`src/rtl/imul_int_mul_var_param.sv`:
```
// Iterative integer multiplier with zero-skipping.
// Takes {mode, a, b} over a val/rdy request, works on operand magnitudes,
// retires up to MAX_SHIFT multiplier bits per cycle, fixes the sign at the
// end and returns the low or high half of the 2*NBITS product.
module imul_int_mul_var_param #(
    parameter int NBITS     = 32,
    parameter int MAX_SHIFT = 4
) (
    input  logic                 clk,
    input  logic                 reset,
    input  logic                 req_val,
    output logic                 req_rdy,
    input  logic [2*NBITS+1:0]   req_msg,
    output logic                 resp_val,
    input  logic                 resp_rdy,
    output logic [NBITS-1:0]     resp_msg
);

    localparam int SW = $clog2(MAX_SHIFT + 1);

    typedef enum logic [1:0] {
        IDLE = 2'd0,
        CALC = 2'd1,
        FIX  = 2'd2,
        DONE = 2'd3
    } state_t;

    state_t               state_q, state_d;
    logic [2*NBITS-1:0]   a_q, a_d;
    logic [NBITS-1:0]     b_q, b_d;
    logic [2*NBITS-1:0]   acc_q, acc_d;
    logic                 neg_q, neg_d;
    logic [1:0]           mode_q, mode_d;

    logic [1:0]           reqMode;
    logic [NBITS-1:0]     reqA;
    logic [NBITS-1:0]     reqB;
    logic                 aSigned;
    logic                 bSigned;
    logic                 aNeg;
    logic                 bNeg;
    logic [NBITS-1:0]     aAbs;
    logic [NBITS-1:0]     bAbs;
    logic [SW-1:0]        shamt;

    assign reqMode = req_msg[2*NBITS+1:2*NBITS];
    assign reqA    = req_msg[2*NBITS-1:NBITS];
    assign reqB    = req_msg[NBITS-1:0];

    // Operand magnitudes: only operands treated as signed in the mode are negated
    always_comb begin
        aSigned = reqMode[0];
        bSigned = (reqMode == 2'b01);
        aNeg    = aSigned & reqA[NBITS-1];
        bNeg    = bSigned & reqB[NBITS-1];
        aAbs    = aNeg ? (~reqA + 1'b1) : reqA;
        bAbs    = bNeg ? (~reqB + 1'b1) : reqB;
    end

    // Shift amount: one for the current bit plus the run of zeros above it, capped
    always_comb begin
        shamt = SW'(MAX_SHIFT);
        for (int i = MAX_SHIFT - 1; i >= 1; i--) begin
            if (b_q[i]) begin
                shamt = SW'(i);
            end
        end
    end

    // Next-state, datapath updates and handshake outputs
    always_comb begin
        state_d  = state_q;
        a_d      = a_q;
        b_d      = b_q;
        acc_d    = acc_q;
        neg_d    = neg_q;
        mode_d   = mode_q;
        req_rdy  = 1'b0;
        resp_val = 1'b0;
        case (state_q)
            IDLE: begin
                req_rdy = 1'b1;
                if (req_val) begin
                    a_d     = {{NBITS{1'b0}}, aAbs};
                    b_d     = bAbs;
                    acc_d   = '0;
                    mode_d  = reqMode;
                    neg_d   = aNeg ^ bNeg;
                    state_d = CALC;
                end
            end
            CALC: begin
                if (b_q != '0) begin
                    if (b_q[0]) begin
                        acc_d = acc_q + a_q;
                    end
                    b_d = b_q >> shamt;
                    a_d = a_q << shamt;
                end else begin
                    state_d = FIX;
                end
            end
            FIX: begin
                if (neg_q) begin
                    acc_d = ~acc_q + 1'b1;
                end
                state_d = DONE;
            end
            DONE: begin
                resp_val = 1'b1;
                if (resp_rdy) begin
                    state_d = IDLE;
                end
            end
            default: state_d = IDLE;
        endcase
    end

    // State and datapath registers, cleared asynchronously on reset low
    always_ff @(posedge clk or negedge reset) begin
        if (!reset) begin
            state_q <= IDLE;
            a_q     <= '0;
            b_q     <= '0;
            acc_q   <= '0;
            neg_q   <= 1'b0;
            mode_q  <= 2'b00;
        end else begin
            state_q <= state_d;
            a_q     <= a_d;
            b_q     <= b_d;
            acc_q   <= acc_d;
            neg_q   <= neg_d;
            mode_q  <= mode_d;
        end
    end

    assign resp_msg = (mode_q == 2'b00) ? acc_q[NBITS-1:0] : acc_q[2*NBITS-1:NBITS];

endmodule

```
`config.mk`:
```
export PLATFORM = sky130hd
export DESIGN_NAME = imul_int_mul_var_param
export DESIGN_NICKNAME = d
export VERILOG_FILES = /design/src/rtl/imul_int_mul_var_param.sv
export SDC_FILE = /design/constraint.sdc
export NUM_CORES = 1
export LEC_CHECK = 0
export BUFFER_PORTS_ARGS = -buffer_cell sky130_fd_sc_hd__clkbuf_2
export CORE_MARGIN = 4
export CORE_UTILIZATION = 55
export CTS_CLUSTER_SIZE = 25
export DETAILED_ROUTE_END_ITERATION = 8
export HOLD_SLACK_MARGIN = 0.1
export PLACE_DENSITY = 0.76
export SYNTH_ARGS = -nofsm -noshare
export SYNTH_HDL_FRONTEND = slang
export SYNTH_SLANG_ARGS = --single-unit
```
`constraint.sdc`:
```
create_clock -name clk -period 3.77 [get_ports clk]
set_clock_uncertainty 0.15 [all_clocks]
set_input_delay 0.377 -clock clk [delete_from_list [all_inputs] [get_ports clk]]
set_output_delay 0.377 -clock clk [all_outputs]
set_load 0.02 [all_outputs]
```
== Yosys cells after proc, flatten, opt, wreduce, memory -nomap -nowiden ==
Index checks and enable logic that the tools add are counted.
W data, S select, Z words.

* Bits in latches: 0
* Bits in read-only memories: 0
* Register bits after elaboration: 165
* Word-level logic and storage cells: 60
* Memory bits (writable): 0
* Memories kept: 0
* Input bits: 70

* Add/subtract/negate cells: 4
* Equality and inequality tests: 10
* Bitwise logic cells: 6
* Reduce and logical (&&, ||, !) cells: 9
* Div/mod/pow operators: 0
* Magnitude comparators: 0
* Multipliers: 0
* Muxes and demuxes: 23
* Shift operators: 2

{| class="wikitable"
|+ Operator list
! operator !! number
|-
| $mux W64 || 6
|-
| $pmux W64 S3 || 1
|-
| $mux W32 || 5
|-
| $pmux W64 S2 || 1
|-
| $add A32 B1 Y32 const B || 2
|-
| $add A64 B1 Y64 const B || 1
|-
| $add A64 B64 Y64 || 1
|-
| $not A32 Y32 || 2
|-
| $not A64 Y64 || 1
|-
| $pmux W32 S2 || 1
|-
| $shl A64 B3 Y64 || 1
|-
| $reduce_bool A32 Y1 || 1
|-
| $shr A32 B3 Y32 || 1
|-
| $ne A2 B2 Y1 const B || 6
|-
| $mux W3 || 3
|-
| $pmux W2 S4 || 1
|-
| $mux W2 || 3
|-
| $reduce_and A3 Y1 || 2
|-
| $reduce_and A5 Y1 || 1
|-
| $eq A2 B1 Y1 const B || 2
|-
| $eq A2 B2 Y1 const B || 2
|-
| $logic_not A2 Y1 || 2
|-
| $reduce_bool A3 Y1 || 1
|-
| $and A1 B1 Y1 || 2
|-
| other kinds (4) || 5
|}

== Depth between registers and ports, before layout ==
Gate-level depths: netlist of the first run.

* Depth after elaboration: 6
* Gate-level depth with buffers: 14
* Mapped depth without buffers: 14

== Least setup slack after synthesis of the first run ==
Ideal clock, no wire load.

* Kind: register -> register
* Start: reg a_q[0]
* End: reg acc_q[60]
* Path slack: 0.270 ns
* Arrival time: 3.267 ns
* Data required time: 3.537 ns
* Cell stages (with the launch flop): 15
* Buffers on the path: 0
* Path through: dfrtp_1 ha_1 inv_1 fa_1 nor2b_1 o211ai_1 a2111o_1 a2111o_1 a21boi_1 o21ai_1 o31ai_1 a221o_1 a211oi_1 xor2_1 o21ai_0

* Cells in the longest elaborated chain, start to end: 4

{| class="wikitable"
|+ Ends and longest elaborated chain
! element !! RTL line !! text
|-
| start, declared || 29 || <nowiki>logic [2*NBITS-1:0] a_q, a_d;</nowiki>
|-
| start signal, assigned || 123 || <nowiki>a_q <= '0;</nowiki>
|-
| start signal, assigned || 130 || <nowiki>a_q <= a_d;</nowiki>
|-
| $add A64 B64 Y64 || 95 || <nowiki>acc_d = acc_q + a_q;</nowiki>
|-
| $mux W64 || 94 || <nowiki>if (b_q[0]) begin</nowiki>
|-
| $mux W64 || 93 || <nowiki>if (b_q != '0) begin</nowiki>
|-
| $pmux W64 S3 || 80 || <nowiki>case (state_q)</nowiki>
|-
| end signal, assigned || 125 || <nowiki>acc_q <= '0;</nowiki>
|-
| end signal, assigned || 132 || <nowiki>acc_q <= acc_d;</nowiki>
|-
| end, declared || 31 || <nowiki>logic [2*NBITS-1:0] acc_q, acc_d;</nowiki>
|}

Every way passes these cells. The select of a mux whose other input is x is not followed.
A chain may end at the register's enable or synchronous reset.

== Worst setup path after layout of the first run ==
* Start: reg acc_q[41]
* End: reg acc_q[63]

* Cells in the longest elaborated chain, start to end: 4
* Elaborated cells on any way between the ends: 7
* Those cells by class: 2 x add/sub; 4 x mux; 1 x bitwise

{| class="wikitable"
|+ Ends and longest elaborated chain
! element !! RTL line
|-
| $add A64 B64 Y64 / $not A64 Y64 (equally long branches) || 95, 105
|-
| $mux W64 / $add A64 B1 Y64 (equally long branches) || 94, 105
|-
| $mux W64, on equally long branches || 93, 104
|-
| $pmux W64 S3 (*) || 80
|}

Every way passes the cells marked *; elsewhere a longest branch is shown, timed or not. The select of a mux whose other input is x is not followed.

==> flow_metrics.env, run 1 <==
export IMPL_core_um2=29640
export IMPL_fin_crit_sh=0.9543
export IMPL_rr_startpoint="acc_q[41]$_DFFE_PN0P_"
export IMPL_gr_total_overflow=0
export IMPL_synth_area_leaders="dfrtp_1, mux2i_1, nand2_1, o21ai_0, a21oi_1"
export IMPL_yosysMostFrequentCell="nand2_1"
export IMPL_firstDrtPassIters=6
export IMPL_yosys_area_top_type="dfrtp_1"
export IMPL_placed_area_um2=18060
export IMPL_grt_pass1_vias=16240
export IMPL_finalHoldViolations=0
export IMPL_fin_area_um2=18730
export IMPL_place_congestion=0.9919
export IMPL_synth_nets=2314
export IMPL_worstHoldStart="req_msg[32]"
export IMPL_clk_latency_ns=0.46
export IMPL_drv_cap=0
export IMPL_rsz0062_at_grt="false"
export IMPL_reg2reg_slack_ns=0.17
export IMPL_cp_max_fo=6
export IMPL_numCtsBuffers=17
export IMPL_slew_headroom=0.3414
export IMPL_period_needed_ns=3.598
export IMPL_pin_count=104
export IMPL_hold_path_class="in2reg"
export IMPL_rows=63
export IMPL_ys_seq_area_frac=0.2502
export IMPL_grt_max_degree=125
export IMPL_whs_path_depth=3
export IMPL_ant_nets=0
export IMPL_clock_fmax_mhz=278.0
export IMPL_drive_gt1_frac=0.1528
export IMPL_post_drt_via_cell_ratio=6.533
export IMPL_place_hpwl_um=42930
export IMPL_port_buffers=103
export IMPL_fin_nets=2425
export IMPL_die_height_um=181.2
export IMPL_arrival_ns=3.78
export IMPL_ir_worst_vdd_v=0.0007522
export IMPL_fin_tns_setup_ns=0
export IMPL_grt_pass1_wl_um=90400
export IMPL_async_flop_share=1.000
export IMPL_cts_clk_slew_worst_paths_ns=0.07
export IMPL_synth_edff_count=0
export IMPL_cp_start_kind="register"
export IMPL_routed_wl_um=57180
export IMPL_rr_worst_depth=11
export IMPL_post_synth_num_cell_types=76
export IMPL_routedWlPerCell_um=21.28
export IMPL_htreeDepth=4
export IMPL_crit_type="reg2reg"
export IMPL_slew_viol_final=0
export IMPL_synth_top_area_share=0.2502
export IMPL_synth_area_per_cell_um2=7.594
export IMPL_cts_sinks=165
export IMPL_startpoint="acc_q[41]$_DFFE_PN0P_"
export IMPL_critPathCaptureType="register"
export IMPL_syn_to_final_growth_pct=13.52
export IMPL_ys_flop_type="dfrtp_1"
export IMPL_vias=17550
export IMPL_timing_hold_worst_endpoint="a_q[0]$_DFFE_PN0P_"
export IMPL_root_buffer="clkbuf_16"
export IMPL_synth_seq_cells=165
export IMPL_antenna_cells=0
export IMPL_status="finished clean"
export IMPL_worstPathRequired_ns=3.95
export IMPL_drtIter0Drc=1915
export IMPL_antenna_found_initial=0
export IMPL_grt_usage=0.3395
export IMPL_tightest_slew_ns=0.9843
export IMPL_yosys_warnings=0
export IMPL_power_density_nw_per_um2=929.0
export IMPL_fp_dieArea_um2=32840
export IMPL_synth_common_cells="nand2_1, o21ai_0, a21oi_1"
export IMPL_start_util=0.5567
export IMPL_drcViolationCount=0
export IMPL_clk_path_buf_depth=2
export IMPL_setup_violations=0
export IMPL_tritoncts="built"
export IMPL_syn_area_um2=16500
export IMPL_p_leak_nw=8.344
export IMPL_netlist_instances=2173
export IMPL_die_w_um=181.2
export IMPL_rr_endpoint="acc_q[63]$_DFFE_PN0P_"
export IMPL_fill_cells=2700
stage by stage:
step | hold slack, ns | power, W | utilization | setup WS (ns) | std cells
finish | 0.1408 | 0.01740 | 0.6320 | 0.1724 | 2687
global route | 0.1591 | 0.01863 | 0.6320 | 0.003953 | 2687
CTS | 0.1201 | 0.01709 | 0.6293 | 0.03760 | 2685
detailed placement | 0.3152 | 0.01531 | 0.6093 | -0.02741 | 2649
global placement | 0.3101 | 0.01506 | 0.6093 | 0.1025 | 2649
floorplan | -0.06859 | 0.01149 | - | 0.2700 | 2173
worst max-delay path by stage:
| stage | endpoint | slack, ns |
|---|---|---|
| detailed placement | acc_q[60]$_DFFE_PN0P_ | -0.03 |
| CTS | acc_q[60]$_DFFE_PN0P_ | 0.04 |
| floorplan | acc_q[60]$_DFFE_PN0P_ | 0.27 |
| global route | acc_q[60]$_DFFE_PN0P_ | 0.004 |
| global placement | acc_q[60]$_DFFE_PN0P_ | 0.10 |
| finish | acc_q[63]$_DFFE_PN0P_ | 0.17 |
layout by cell type, fill, tap and decap left out, types with 39 or more instances in the layout:
cell	synthesis	layout
a21oi_1	181	177
a22o_1	52	52
buf_4	0	121
clkbuf_2	0	102
dfrtp_1	165	165
ha_1	70	69
mux2_2	40	40
mux2i_1	135	135
nand2_1	352	350
nand3_1	39	39
nor2_1	125	122
nor3_1	79	79
o21ai_0	242	238
xnor2_1	59	59
xor2_1	57	57
sequential cells by signal (all words and copies together) (netlist names):
register  count
acc_q        64
b_q          32
mode_q        2
a_q          64
state_q       2
neg_q         1
power breakdown:
| part | switching, W | internal [W] | total [W] |
|---|---|---|---|
| Sequential | 0.000984 | 0.00242 | 0.00341 |
| Clock | 0.000849 | 0.000864 | 0.00171 |
| Combinational | 0.00763 | 0.00465 | 0.0123 |
area by class of cell:
cell class / instances / area, um2 / share of cell area
Sequential cell: 165 / 4129 / 0.2204
Multi-Input combinational cell: 1826 / 11830 / 0.6314
Timing Repair Buffer: 234 / 1590 / 0.08490
Tap cell: 390 / 488.0 / 0.02605
Clock inverter: 13 / 115.1 / 0.006145
Inverter: 40 / 150.1 / 0.008016
Clock buffer: 19 / 432.9 / 0.02311
cell families (layout without fill, tap and decap cells):
family          after synthesis  count (layout)  synth area share
simple gates                736             736            0.2053
compound gates              724             724            0.2725
buf+inv                     182             306           0.04140
mux                         179             179            0.1147
flops                       165             165            0.2502
xor+xnor                    116             116           0.06157
fa+ha+maj                    71              71           0.05429
metal layers:
metal  global-route usage  share of wire  vias up
met1               0.4837           0.43     8325
met4               0.1066          0.031        0
met5                    0              0        -
li1                     -              -     8233
met3              0.05718          0.092      113
met2               0.5292           0.45      883
timing repair:
| item | 4_1_cts | 5_1_grt |
|---|---|---|
| setup buffers | 0 | 2 |
| hold buffers | 4 | 0 |
| endpoints found under the setup margin | 2 | 14 |
| endpoints found under the hold margin | 71 | 0 |
| pin swaps | 0 | 4 |
| gates cloned | 0 | 0 |
| gates resized for setup | 1 | 15 |
worst max-delay path, cell delays in order (launching register included):
cell	delay, ns
dfrtp_1	0.50
or3_1	0.47
or4_4	0.46
nor4_4	0.28
nand4b_2	0.20
or3_4	0.39
or3_4	0.37
nor3_4	0.17
nand2_2	0.08
a21oi_2	0.15
a21boi_1	0.16
o32ai_1	0.10
Note: power is estimated with default switching activity, not from simulation.
==> run 2: changes to the inputs <==
--- a/config.mk
+++ b/config.mk
@@ -11,7 +11,8 @@
 export CTS_CLUSTER_SIZE = 25
 export DETAILED_ROUTE_END_ITERATION = 8
 export HOLD_SLACK_MARGIN = 0.1
-export PLACE_DENSITY = 0.76
+export PLACE_DENSITY = 0.73
+export SKIP_CTS_REPAIR_TIMING = 1
 export SYNTH_ARGS = -nofsm -noshare
 export SYNTH_HDL_FRONTEND = slang
 export SYNTH_SLANG_ARGS = --single-unit
==> constraint.sdc (replaced) <==
create_clock -name clk -period 3.4 [get_ports clk]
set_clock_uncertainty 0.15 [all_clocks]
set_input_delay 0.34 -clock clk [delete_from_list [all_inputs] [get_ports clk]]
set_output_delay 0.34 -clock clk [all_outputs]
set_load 0.02 [all_outputs]
==> flow_metrics.env, run 2 (synthesis gave the netlist of run 1 again) <==
export IMPL_status="finished, violations left"
export IMPL_violations="negative setup slack"
export IMPL_root_buffer="clkbuf_16"
export IMPL_die_height_um=181.2
export IMPL_grt_pass1_wl_um=91800
export IMPL_power_density_nw_per_um2=1047
export IMPL_startpoint="a_q[0]$_DFFE_PN0P_"
export IMPL_finalHoldViolations=0
export IMPL_routed_wl_um=58860
export IMPL_gr_total_overflow=0
export IMPL_ir_worst_vdd_v=0.0006723
export IMPL_cts_sinks=165
export IMPL_period_needed_ns=3.647
export IMPL_hold_path_class="in2reg"
export IMPL_pin_count=104
export IMPL_met2_length_um=25870
export IMPL_syn_to_final_growth_pct=22.63
export IMPL_met1Wirelength_um=25450
export IMPL_crit_type="reg2reg"
export IMPL_setup_violations=8
export IMPL_fin_tns_setup_ns=-0.8030
export IMPL_rr_startpoint="a_q[0]$_DFFE_PN0P_"
export IMPL_post_drt_via_cell_ratio=6.396
export IMPL_clock_fmax_mhz=274.2
export IMPL_grt_max_degree=82
export IMPL_rows=63
export IMPL_drv_cap=0
export IMPL_cp_max_fo=4
export IMPL_core_um2=29640
export IMPL_drtIter0Drc=2125
export IMPL_dp_slack_ns=-0.2798
export IMPL_worstPathRequired_ns=3.59
export IMPL_drive_gt1_frac=0.2245
export IMPL_top_regs="a_q x64, acc_q x64, b_q x32"
export IMPL_fin_nets=2564
export IMPL_htreeDepth=4
export IMPL_grt_pass1_vias=16840
export IMPL_slew_headroom=0.4839
export IMPL_routedWlPerCell_um=20.83
export IMPL_layout_common_cells="nand2_1, buf_4, o21ai_0"
export IMPL_ant_nets=0
export IMPL_grt_usage=0.3441
export IMPL_fp_dieArea_um2=32840
export IMPL_dr_max_layer_used="met5"
export IMPL_arrival_ns=3.83
export IMPL_port_buffers=103
export IMPL_drcViolationCount=0
export IMPL_tritoncts="built"
export IMPL_clk_path_buf_depth=2
export IMPL_vias=18070
export IMPL_die_w_um=181.2
export IMPL_antenna_found_initial=1
export IMPL_slew_viol_final=0
export IMPL_start_util=0.5567
export IMPL_firstDrtPassIters=6
export IMPL_worstHoldStart="req_msg[32]"
export IMPL_fill_cells=2506
export IMPL_cp_start_kind="register"
export IMPL_cts_clk_slew_worst_paths_ns=0.08
export IMPL_critPathCaptureType="register"
export IMPL_rsz0062_at_grt="true"
export IMPL_wl_met3_um=5331
export IMPL_place_congestion=1.012
export IMPL_tightest_slew_ns=0.7742
export IMPL_place_hpwl_um=44330
export IMPL_final_common_cell="nand2_1"
export IMPL_numCtsBuffers=17
export IMPL_p_leak_nw=9.171
export IMPL_setup_ws_ns=-0.2470
export IMPL_fin_crit_sh=1.073
export IMPL_antenna_cells=0
export IMPL_clk_latency_ns=0.46
run 2: changes by cell type in the layout (fill, tap and decap cells not counted), moves of 6 or more:
| cell | previous run | this run |
|---|---|---|
| nor3_1 | 79 | 72 |
| nor3_2 | 0 | 7 |
| buf_4 | 121 | 253 |
| a21oi_2 | 4 | 10 |
| buf_12 | 6 | 12 |
| ha_1 | 69 | 58 |
| a21oi_1 | 177 | 171 |
| ha_4 | 1 | 9 |
run 2: worst paths after layout:
check / to / slack, ns / cells after the start
worst max-delay path: acc_q[60]$_DFFE_PN0P_ / -0.25 / 14
worst min-delay path: a_q[0]$_DFFE_PN0P_ / 0.11 / 3
worst max register to register: acc_q[60]$_DFFE_PN0P_ / -0.25 / 14
worst min register to register: b_q[8]$_DFFE_PN0P_ / 0.40 / 2
max in group asynchronous: b_q[18]$_DFFE_PN0P_ / 1.85 / 3
min in group asynchronous: acc_q[8]$_DFFE_PN0P_ / 0.34 / 2
run 2: worst max-delay path: stages, from the launching register on:
cell and delay [ns]:
dfrtp_1 0.37, ha_2 0.19, inv_2 0.04, fa_2 0.34, nor2b_2 0.14, o211ai_1 0.13
a2111o_1 0.47, a2111o_1 0.48, a21boi_2 0.24, o21ai_2 0.13, o31ai_4 0.23, a221o_1 0.28
a211oi_1 0.12, xor2_1 0.15, o21ai_1 0.07
run 2: cell type report:
cell class / instances / area [um2] / area share
clock buffers: 18 / 439.2 / 0.02170
clock inverters: 14 / 137.6 / 0.006802
inverters: 40 / 150.1 / 0.007420
multi-input cells: 1826 / 12180 / 0.6017
flip-flops and latches: 165 / 4131 / 0.2042
well taps: 390 / 488.0 / 0.02412
repair buffers: 373 / 2713 / 0.1341
run 2: where the power goes:
group | switching (W) | internal (W) | total (W)
sequential | 0.000964 | 0.00269 | 0.00365
combinational | 0.00913 | 0.00642 | 0.0156
clock | 0.000992 | 0.000989 | 0.00198
total | 0.0111 | 0.0101 | 0.0212
run 2: per-stage QoR:
step,hold WS (ns),power (W),cells,utilization,cell area [um2]
2_1_floorplan,-0.1056,0.01276,2173,-,16530
4_1_cts,-0.2014,0.02030,2813,0.6659,19740
5_1_grt,0.1146,0.02256,2826,0.6827,20230
3_3_place_gp,0.2700,0.01795,2781,0.6464,19160
6_report,0.1064,0.02119,2826,0.6827,20230
3_5_place_dp,0.2784,0.01822,2781,0.6464,19160
run 2: per-layer routing:
layer,global-route usage,up-vias
met5,0,-
met4,0.1126,2
met3,0.04590,143
met2,0.5329,973
met1,0.4988,8487
li1,-,8469
